--- src/rtl/fwd_pkg.sv ---
`default_nettype none
// ============================================================================
// Package  : fwd_pkg
// Purpose  : Shared types and helpers for the forwarding / hazard controller:
//            controller FSM state encoding, operand-select width helper and
//            the "read from register file" select code.
// Revision : 1.0 - initial release
// ============================================================================
package fwd_pkg;

    // Controller states
    typedef enum logic [1:0] {
        RUN      = 2'd0,
        LU_STALL = 2'd1,
        MEM_WAIT = 2'd2
    } fsm_state_e;

    // Operand select code meaning "take the register-file value"
    localparam int FWD_SEL_RF = 0;

    // Width of one operand select: code 0 plus one code per forwarding stage
    function automatic int sel_width(input int stages);
        return $clog2(stages + 1);
    endfunction

endpackage
`default_nettype wire

--- src/rtl/fwd_sel_prio.sv ---
`default_nettype none
// ============================================================================
// Module   : fwd_sel_prio
// Purpose  : Priority match of one EX source register against all in-flight
//            write stages. The youngest (lowest-index) matching stage wins;
//            register 0 never forwards.
// Ports    : src_addr      in  AW           source register of the EX operand
//            stg_reg_write in  FWD_STAGES   per-stage write enable
//            stg_dest      in  FWD_STAGES*AW per-stage destination register
//            sel           out SW           0 = regfile, k = stage k-1
// Revision : 1.0 - initial release
// ============================================================================
module fwd_sel_prio
    import fwd_pkg::*;
#(
    parameter int AW         = 5,
    parameter int FWD_STAGES = 2,
    parameter int SW         = sel_width(FWD_STAGES)
) (
    input  logic [AW-1:0]            src_addr,
    input  logic [FWD_STAGES-1:0]    stg_reg_write,
    input  logic [FWD_STAGES*AW-1:0] stg_dest,
    output logic [SW-1:0]            sel
);

    // Scan oldest to youngest so the youngest match overwrites older ones
    always_comb begin
        sel = SW'(FWD_SEL_RF);
        for (int k = FWD_STAGES - 1; k >= 0; k--) begin
            if (stg_reg_write[k] &&
                (stg_dest[k*AW +: AW] != '0) &&
                (stg_dest[k*AW +: AW] == src_addr)) begin
                sel = SW'(k + 1);
            end
        end
    end

endmodule
`default_nettype wire

--- src/rtl/fwd_hazard_ctrl.sv ---
`default_nettype none
// ============================================================================
// Module   : fwd_hazard_ctrl
// Purpose  : Forwarding and hazard controller for the pipelined MIPS core.
//            Selects EX operand sources, inserts load-use bubbles, freezes
//            the pipeline while data memory is busy (with a sticky timeout)
//            and counts stalled cycles.
// Ports    : clk, reset        clock / synchronous active-high reset
//            id_src_addr/used  sources of the instruction in ID
//            ex_src_addr       sources of the instruction in EX
//            stg_reg_write     per-stage write enable of in-flight writers
//            stg_dest          per-stage destination register
//            ex_mem_read/dest  load indication and destination in EX
//            me_mem_req        MEM stage data-memory request
//            dmem_ready        data memory completes this cycle
//            fwd_sel           per-operand select, 0 = regfile, k = stage k-1
//            stall_front       hold PC and IF/ID
//            bubble_idex       load NOP into ID/EX
//            stall_all         freeze all pipeline registers
//            mem_timeout       sticky memory-wait timeout flag
//            stall_count       saturating count of stalled cycles
// Revision : 1.0 - initial release
// ============================================================================
module fwd_hazard_ctrl
    import fwd_pkg::*;
#(
    parameter int AW             = 5,
    parameter int NUM_SRC        = 2,
    parameter int FWD_STAGES     = 2,
    parameter int LOAD_FWD_STAGE = 1,
    parameter int TIMEOUT        = 255,
    parameter int CNT_W          = 32
) (
    input  logic                                      clk,
    input  logic                                      reset,
    input  logic [NUM_SRC*AW-1:0]                     id_src_addr,
    input  logic [NUM_SRC-1:0]                        id_src_used,
    input  logic [NUM_SRC*AW-1:0]                     ex_src_addr,
    input  logic [FWD_STAGES-1:0]                     stg_reg_write,
    input  logic [FWD_STAGES*AW-1:0]                  stg_dest,
    input  logic                                      ex_mem_read,
    input  logic [AW-1:0]                             ex_dest,
    input  logic                                      me_mem_req,
    input  logic                                      dmem_ready,
    output logic [NUM_SRC*sel_width(FWD_STAGES)-1:0]  fwd_sel,
    output logic                                      stall_front,
    output logic                                      bubble_idex,
    output logic                                      stall_all,
    output logic                                      mem_timeout,
    output logic [CNT_W-1:0]                          stall_count
);

    localparam int SW  = sel_width(FWD_STAGES);
    localparam int BW  = $clog2(FWD_STAGES + 1);
    localparam int WCW = $clog2(TIMEOUT + 1);

    // ------------------------------------------------------------------
    // Operand forwarding
    // ------------------------------------------------------------------
    logic [NUM_SRC*SW-1:0] fwd_sel_raw;

    for (genvar i = 0; i < NUM_SRC; i++) begin : g_src
        fwd_sel_prio #(
            .AW         (AW),
            .FWD_STAGES (FWD_STAGES),
            .SW         (SW)
        ) u_prio (
            .src_addr      (ex_src_addr[i*AW +: AW]),
            .stg_reg_write (stg_reg_write),
            .stg_dest      (stg_dest),
            .sel           (fwd_sel_raw[i*SW +: SW])
        );
    end

    assign fwd_sel = reset ? '0 : fwd_sel_raw;

    // ------------------------------------------------------------------
    // Hazard detection
    // ------------------------------------------------------------------
    logic lu_match;
    logic load_use_hit;
    logic mem_block;

    always_comb begin
        lu_match = 1'b0;
        for (int i = 0; i < NUM_SRC; i++) begin
            if (id_src_used[i] && (id_src_addr[i*AW +: AW] == ex_dest)) begin
                lu_match = 1'b1;
            end
        end
    end

    assign load_use_hit = ex_mem_read && (ex_dest != '0) && lu_match;
    assign mem_block    = me_mem_req && !dmem_ready;

    // ------------------------------------------------------------------
    // Controller FSM
    // ------------------------------------------------------------------
    fsm_state_e     state_q, state_d;
    fsm_state_e     ret_q, ret_d;
    logic [BW-1:0]  bub_cnt_q, bub_cnt_d;
    logic [WCW-1:0] wait_cnt_q, wait_cnt_d;
    logic           timeout_q, timeout_d;
    logic [CNT_W-1:0] stall_count_q, stall_count_d;
    logic           lu_stall;

    always_comb begin
        state_d    = state_q;
        ret_d      = ret_q;
        bub_cnt_d  = bub_cnt_q;
        wait_cnt_d = wait_cnt_q;
        timeout_d  = timeout_q;
        lu_stall   = 1'b0;

        case (state_q)
            RUN: begin
                if (mem_block) begin
                    state_d    = MEM_WAIT;
                    ret_d      = RUN;
                    wait_cnt_d = WCW'(1);
                end else if (load_use_hit) begin
                    lu_stall = 1'b1;
                    // The first bubble is this cycle; only extra ones need LU_STALL
                    if (LOAD_FWD_STAGE > 1) begin
                        state_d   = LU_STALL;
                        bub_cnt_d = BW'(LOAD_FWD_STAGE - 1);
                    end
                end
            end

            LU_STALL: begin
                if (mem_block) begin
                    // Remaining bubbles are held until memory completes
                    state_d    = MEM_WAIT;
                    ret_d      = LU_STALL;
                    wait_cnt_d = WCW'(1);
                end else begin
                    lu_stall  = 1'b1;
                    bub_cnt_d = bub_cnt_q - BW'(1);
                    if (bub_cnt_q == BW'(1)) begin
                        state_d = RUN;
                    end
                end
            end

            MEM_WAIT: begin
                if (dmem_ready) begin
                    state_d = ret_q;
                end else begin
                    if (wait_cnt_q == WCW'(TIMEOUT)) begin
                        timeout_d = 1'b1;
                    end else begin
                        wait_cnt_d = wait_cnt_q + WCW'(1);
                    end
                end
            end

            default: begin
                state_d = RUN;
            end
        endcase
    end

    // Outputs are forced quiet during the reset cycle
    assign stall_all   = !reset && mem_block;
    assign stall_front = !reset && lu_stall;
    assign bubble_idex = !reset && lu_stall;
    assign mem_timeout = !reset && timeout_q;
    assign stall_count = reset ? '0 : stall_count_q;

    always_comb begin
        stall_count_d = stall_count_q;
        if ((stall_front || stall_all) && !(&stall_count_q)) begin
            stall_count_d = stall_count_q + CNT_W'(1);
        end
    end

    always_ff @(posedge clk) begin
        if (reset) begin
            state_q       <= RUN;
            ret_q         <= RUN;
            bub_cnt_q     <= '0;
            wait_cnt_q    <= '0;
            timeout_q     <= 1'b0;
            stall_count_q <= '0;
        end else begin
            state_q       <= state_d;
            ret_q         <= ret_d;
            bub_cnt_q     <= bub_cnt_d;
            wait_cnt_q    <= wait_cnt_d;
            timeout_q     <= timeout_d;
            stall_count_q <= stall_count_d;
        end
    end

endmodule
`default_nettype wire

--- config.mk ---
export PLATFORM = sky130hd
export DESIGN_NAME = fwd_hazard_ctrl
export DESIGN_NICKNAME = d
export VERILOG_FILES = /design/src/rtl/fwd_pkg.sv /design/src/rtl/fwd_sel_prio.sv /design/src/rtl/fwd_hazard_ctrl.sv
export SDC_FILE = /design/constraint.sdc
export NUM_CORES = 1
export LEC_CHECK = 0
export BUFFER_PORTS_ARGS = -buffer_cell sky130_fd_sc_hd__buf_2
export CORE_MARGIN = 2
export CORE_UTILIZATION = 54
export CTS_BUF_LIST = sky130_fd_sc_hd__clkbuf_8
export DETAILED_ROUTE_END_ITERATION = 7
export GPL_TIMING_DRIVEN = 0
export PLACE_DENSITY = 0.83
export SLEW_MARGIN = 0
export SYNTH_ARGS = -nofsm -noshare
export SYNTH_HDL_FRONTEND = slang
export SYNTH_SLANG_ARGS = --single-unit
--- constraint.sdc ---
create_clock -name clk -period 2.6 [get_ports clk]
set_input_delay 0.39 -clock clk [delete_from_list [all_inputs] [get_ports clk]]
set_output_delay 0.39 -clock clk [all_outputs]
set_load 0.01 [all_outputs]
==> results.md, run 1 <==
- Clock skew: 0.0112 ns
- Root Buffer: clkbuf_8
- Nets: 498
- Fin. max-slew vios: 0
- GRT Total Usage: 24.3%
- Count of cell types in the netlist: 43
- Die height: 77.5 um
- Syn avg cell area: 8.03 um2
- HP Class: in2reg
- Post-synth ARST share: 0%
- DRC viols: 0
- Top-area cell type share of the netlist area: 31.6%
- Cells after Synth: 363
- CP Capture Type: flop
- Area added between synthesis and finish: 19.9%
- DR WL/cell: 13.9 um
- Drt first-iter violations: 104
- 1st-pass router iterations: 5
- Clock slew at reported path FFs: 0.09 ns
- RR Startpoint: stall_count_q[0]$_SDFFE_PP0P_
- Commonest cells after routing, fill and taps aside: buf_2 (87), dfxtp_1 (46), nor2_1 (39), nor2b_1 (28)
- Placer Congestion: 0.865
- Crit path from: stall_count_q[0]$_SDFFE_PP0P_
- Grt ovf: 0
- Clk_lat worst skew: 0.31 ns
- HPWL after DPL: 5.57 mm
- Hold path start: dmem_ready
- Die width: 77.5 um
- Design area: 3500 um2
- First-pass GRT wire length: 12.0 mm
- Syn nets: 410
- Setup ws final: 0.300 ns
- Maximum VDD drop: 0.310 mV
- Seq cells post-synth: 46
- CP Cell Sequence: ha_1 > and2_1 > and4_1 > nand4_1 > nand3_1 > buf_2 > or4_1 > a21oi_1
- Initial Utilization: 56.4%
- Number of I/O pins: 84
- Routed Antenna Nets: 0
- Largest stage delay, worst path: 0.41 ns
- Commonest non-fill, non-tap cell in the layout: buf_2
- Post-layout util: 67.6%
- ANT cells: 0
- H-tree depth: 2
- Final min period: 2.30 ns
- Fin. Hold Viols: 0
- Vias in the first global route: 2,782
- RSZ-0062 raised after global routing: no
- Post-synth EDFFs: 0
- Data arrival, critical path: 2.54 ns
- Initial antenna violation count: 0
- CTS tree: done
- Critical path's slowest cell: or4_1
- Worst Tran Pin Value: 0.498 ns
- DP Worst Slack: -0.375 ns
- Worst endpoint required time: 2.84 ns
- Ranking of synthesized cells by area: dfxtp_1 (32%), mux2_2 (7.3%), xnor2_1 (6.9%), nor2b_1 (6.0%), nor2_1 (5.0%)
- Final setup TNS: 0 ns
- Crit-path max FO: 10
- Largest net degree at the start of global routing: 14
- Core area: 5170 um2
- Synth Cell Area: 2920 um2
- Setup crit start kind: flop
- Sequential fraction of the synthesis area: 31.6%
- Num CTS Buffers: 5
- Max-slew headroom: 66.8%
- Placed Area: 3410 um2
- WL final: 7.26 mm
- Cell type with the highest aggregate area in the netlist: dfxtp_1
- Share of layout cells above drive strength 1: 28.4%
- Max Cap Viol: 0
- DR vias/cell: 5.66
- WS Path Type: reg2reg
- Postcts setup bufs: 0
- Final setup fails: 0
- P per Cell Area: 372 nW/um2
- Fin crit share: 88.5%
- Highest clock rate: 435 MHz
- Worst-case clock buffer depth: 2
- Row cnt: 26
- Die Area: 6000 um2
- Leak: 1.39 nW
- Main synth FF type: dfxtp_1
- Status: finished, final reports clean
- Vias: 2,951
- Filler cell count: 440
- Final Power: 1.30 mW
- Synth warn: 0
- # clock sinks: 46
- # port buffers: 82
-- power by group --
group          total, mW  leakage, nW  switching, mW  internal [mW]
logic              0.171        0.980         0.0975         0.0734
clock network      0.421       0.0414          0.240          0.181
registers          0.710        0.371        0.00344          0.707
-- metrics by stage --
step	instances	hold slack, ns
5_1_grt	521	0.396
6_report	521	0.391
2_1_floorplan	363	0.429
3_3_place_gp	515	0.440
4_1_cts	522	0.392
3_5_place_dp	515	0.455
-- cell usage after synthesis (3+ instances only) --
| library cell | number |
|---|---|
| clkbuf_1 | 7 |
| nand4_1 | 10 |
| o21ai_0 | 7 |
| nor2b_1 | 28 |
| nand3_1 | 23 |
| and4_1 | 3 |
| o31ai_1 | 10 |
| nor3_1 | 17 |
| nor2_1 | 39 |
| inv_1 | 12 |
| dfxtp_1 | 46 |
| and3_1 | 5 |
| mux2_2 | 19 |
| a21oi_1 | 18 |
| xor2_1 | 13 |
| nor4_1 | 10 |
| nand2_1 | 22 |
| buf_2 | 4 |
| or4_1 | 13 |
| xnor2_1 | 23 |
| ha_1 | 3 |
| or3_1 | 4 |
-- logic make-up after synthesis --
family	count (synthesis)	synth area share [%]
adder cells (fa/ha/maj)	3	1.29
buffers and inverters	27	4.29
XOR/XNOR	36	10.8
flip-flops	46	31.6
AND/OR/NAND/NOR	182	33.3
AO/OA/AOI/OAI	49	11.0
multiplexers	20	7.68
-- critical path, delay by kind of cell (launching register included) --
| family | cells | cell delay (ns) |
|---|---|---|
| AND/OR/NAND/NOR | 5 | 1.23 |
| flip-flops | 1 | 0.35 |
| buffers and inverters | 1 | 0.25 |
| AO/OA/AOI/OAI | 1 | 0.15 |
| adder cells (fa/ha/maj) | 1 | 0.24 |
-- layout make-up --
cell class	count	area, um2	share of cell area, %
clock inverter	2	11.3	0.322
buffer	14	82.6	2.36
inverter	12	45.0	1.29
clock buffer	5	68.8	1.97
multi-input combinational	290	1870	53.5
timing repair buffer	82	410	11.7
sequential	46	921	26.3
tap	70	87.6	2.50
-- metal layers --
metal  wire [um]  share of wire (%)  GRT usage, %
met1        3230                 45          30.3
met4          99                1.4          9.29
met5           0                  0             0
met2        3480                 48          41.3
met3         450                6.2          4.65
-- what timing repair did --
action	in CTS	in global routing
gates resized for setup	4	3
endpoints found under the setup margin	5	4
hold buffers	0	0
hold endpoints to repair	0	0
-- state kept, by name, summed over array words and instances (netlist names) --
signal         count
stall_count_q     32
wait_cnt_q         8
bub_cnt_q          2
state_q            2
timeout_q          1
ret_q              1
-- final timing paths --
check	cells past startpoint	slack, ns	to
worst max-delay path	8	0.30	stall_count_q[23]$_SDFFE_PP0P_
worst min-delay path	2	0.39	state_q[1]$_SDFFE_PP0P_
worst min register to register	2	0.47	timeout_q$_SDFFE_PP0P_
worst max register to register	8	0.30	stall_count_q[23]$_SDFFE_PP0P_
(Power assumes the default switching activity.)
==> inputs of run 2 (changes only) <==
CORE_MARGIN = 3   (was 2)
==> results.md, run 2 (synthesized netlist as in run 1, its figures left out) <==
- Commonest cells after routing, fill and taps aside: buf_2 (87), dfxtp_1 (46), nor2_1 (39), nor2b_1 (28)
- CP Cell Sequence: buf_2 > or4_1 > o21ai_0 > nor3_1 > nor4_1 > buf_2
- Fin. Hold Viols: 0 (unchanged)
- # clock sinks: 46 (unchanged)
- 1st-pass router iterations: 5 (unchanged)
- Placer Congestion: 0.832 (-3.8%)
- Number of I/O pins: 84 (unchanged)
- Largest net degree at the start of global routing: 20 (+6)
- Post-layout util: 68.0% (+0.36 points)
- Worst Tran Pin Value: 0.496 ns (-0.00203 ns)
- DR vias/cell: 5.88 (+3.9%)
- P per Cell Area: 393 nW/um2 (+5.7%)
- HPWL after DPL: 5.84 mm (+4.8%)
- Nets: 497 (-0.20%)
- Setup ws final: 0.217 ns (-0.0831 ns)
- Vias: 3,065 (+3.9%)
- WS Path Type: in2out
- DR WL/cell: 14.8 um (+6.0%)
- Row cnt: 26 (unchanged)
- Num CTS Buffers: 5 (unchanged)
- Maximum VDD drop: 0.321 mV (+3.6%)
- Max reg flops: 32 (unchanged)
- First-pass GRT wire length: 12.3 mm (+2.8%)
- Fin crit share: 91.7% (+3.2 points)
- Final setup TNS: 0 ns (unchanged)
- Largest stage delay, worst path: 0.52 ns (+0.11 ns)
- Die height: 79.5 um (+2.6%)
- Worst-case clock buffer depth: 2 (unchanged)
- Final Hold Slack: 0.392 ns (+0.000633 ns)
- Root Buffer: clkbuf_8
- Crit-path max FO: 4 (-6)
- DP Worst Slack: -0.355 ns (+0.0201 ns)
- Clk_lat worst skew: 0.31 ns (about the same)
- Routed Antenna Nets: 0 (unchanged)
- H-tree depth: 2 (unchanged)
- Max-slew headroom: 66.7% (-0.11 points)
- Initial antenna violation count: 0 (unchanged)
- Placed Area: 3410 um2 (unchanged)
- Setup crit start kind: input port
- Critical path's slowest cell: or4_1
- ANT cells: 0 (unchanged)
- Die width: 79.5 um (+2.6%)
- Drt first-iter violations: 119 (+14%)
- Die Area: 6320 um2 (+5.2%)
- Grt ovf: 0 (unchanged)
- Final setup fails: 0 (unchanged)
- # port buffers: 82 (unchanged)
- CTS tree: done
- Max Cap Viol: 0 (unchanged)
- Biggest register: stall_count_q
- Filler cell count: 469 (+6.6%)
- Vias in the first global route: 2,802 (+0.72%)
- Commonest non-fill, non-tap cell in the layout: buf_2
- Hold buffer count at cts: 0 (unchanged)
- Status: finished, final reports clean
- DRC viols: 0 (unchanged)
- Fin. max-slew vios: 0 (unchanged)
- CP Capture Type: output pin
- GRT Total Usage: 24.1% (-0.19 points)
- Final min period: 2.38 ns (+0.0831 ns)
- Initial Utilization: 56.4% (unchanged)
- Worst endpoint required time: 2.21 ns (-0.63 ns)
- Postcts setup bufs: 0 (unchanged)
- Design area: 3520 um2 (+0.54%)
- CP most frequent cell: buf_2
- WL final: 7.70 mm (+6.0%)
- Leak: 1.40 nW (+0.43%)
- Data arrival, critical path: 1.99 ns (-0.55 ns)
- Clock skew: 0.0116 ns (+0.000384 ns)
- Core area: 5170 um2 (unchanged)
- Highest clock rate: 420 MHz (-3.5%)
- HP Class: in2reg
- Share of layout cells above drive strength 1: 28.4% (unchanged)
- Clock slew at reported path FFs: 0.08 ns (about the same)
- Top Registers: stall_count_q: 32 flops, wait_cnt_q: 8 flops
- RSZ-0062 raised after global routing: no
- Area added between synthesis and finish: 20.5%
run 2: cell types whose count changed in the layout (fill, tap and decap cells not counted), sizes merged:
cell / delta
clkinv: +1
clkinvlp: -1
inv: -1
clkbuf: +1
run 2: final cells by class:
type / count / area [um2] / share of cell area, %
Inverter: 12 / 45.0 / 1.28
Multi-Input combinational cell: 290 / 1870 / 53.2
Tap cell: 70 / 87.6 / 2.49
Buffer: 13 / 76.3 / 2.17
Clock buffer: 7 / 96.3 / 2.74
Timing Repair Buffer: 82 / 410 / 11.7
Sequential cell: 46 / 921 / 26.2
Clock inverter: 1 / 8.76 / 0.249
run 2: timing repair:
| item | 4_1_cts | 5_1_grt |
|---|---|---|
| resized for setup | 3 | 0 |
| setup endpoints to repair | 4 | 1 |
| pin swaps | 0 | 0 |
| gates cloned | 0 | 0 |
run 2: metrics by stage:
stage | cells | total power [mW]
after detailed placement | 515 | 0.897
after global placement | 515 | 0.891
after CTS | 522 | 1.39
after floorplan | 363 | 0.822
final | 521 | 1.38
after global routing | 521 | 1.44
run 2: final timing paths:
kind,from,end,slack (ns),cells after the start
worst max-delay path,stg_dest[0],fwd_sel[1],0.22,6
worst min-delay path,dmem_ready,state_q[1]$_SDFFE_PP0P_,0.39,2
worst max register to register,stall_count_q[0]$_SDFFE_PP0P_,stall_count_q[23]$_SDFFE_PP0P_,0.28,8
worst min register to register,timeout_q$_SDFFE_PP0P_,timeout_q$_SDFFE_PP0P_,0.48,2
run 2: metal layers:
layer	vias up	routed length (um)	track usage, %
li1	1479	-	-
met5	-	0	0
met1	1452	3220	27.9
met4	0	82	6.70
met3	11	588	5.30
met2	123	3810	44.0
run 2: power by group:
part | internal [mW] | total [mW] | switching (mW)
Sequential | 0.707 | 0.710 | 0.00347
Combinational | 0.0727 | 0.170 | 0.0971
Clock | 0.244 | 0.503 | 0.259
Total | 1.02 | 1.38 | 0.359
run 2: critical path, delay by kind of cell:
kind,cells,cell delay (ns)
and+or+nand+nor,3,0.94
buffers and inverters,2,0.30
AOI/OAI and AO/OA,1,0.36
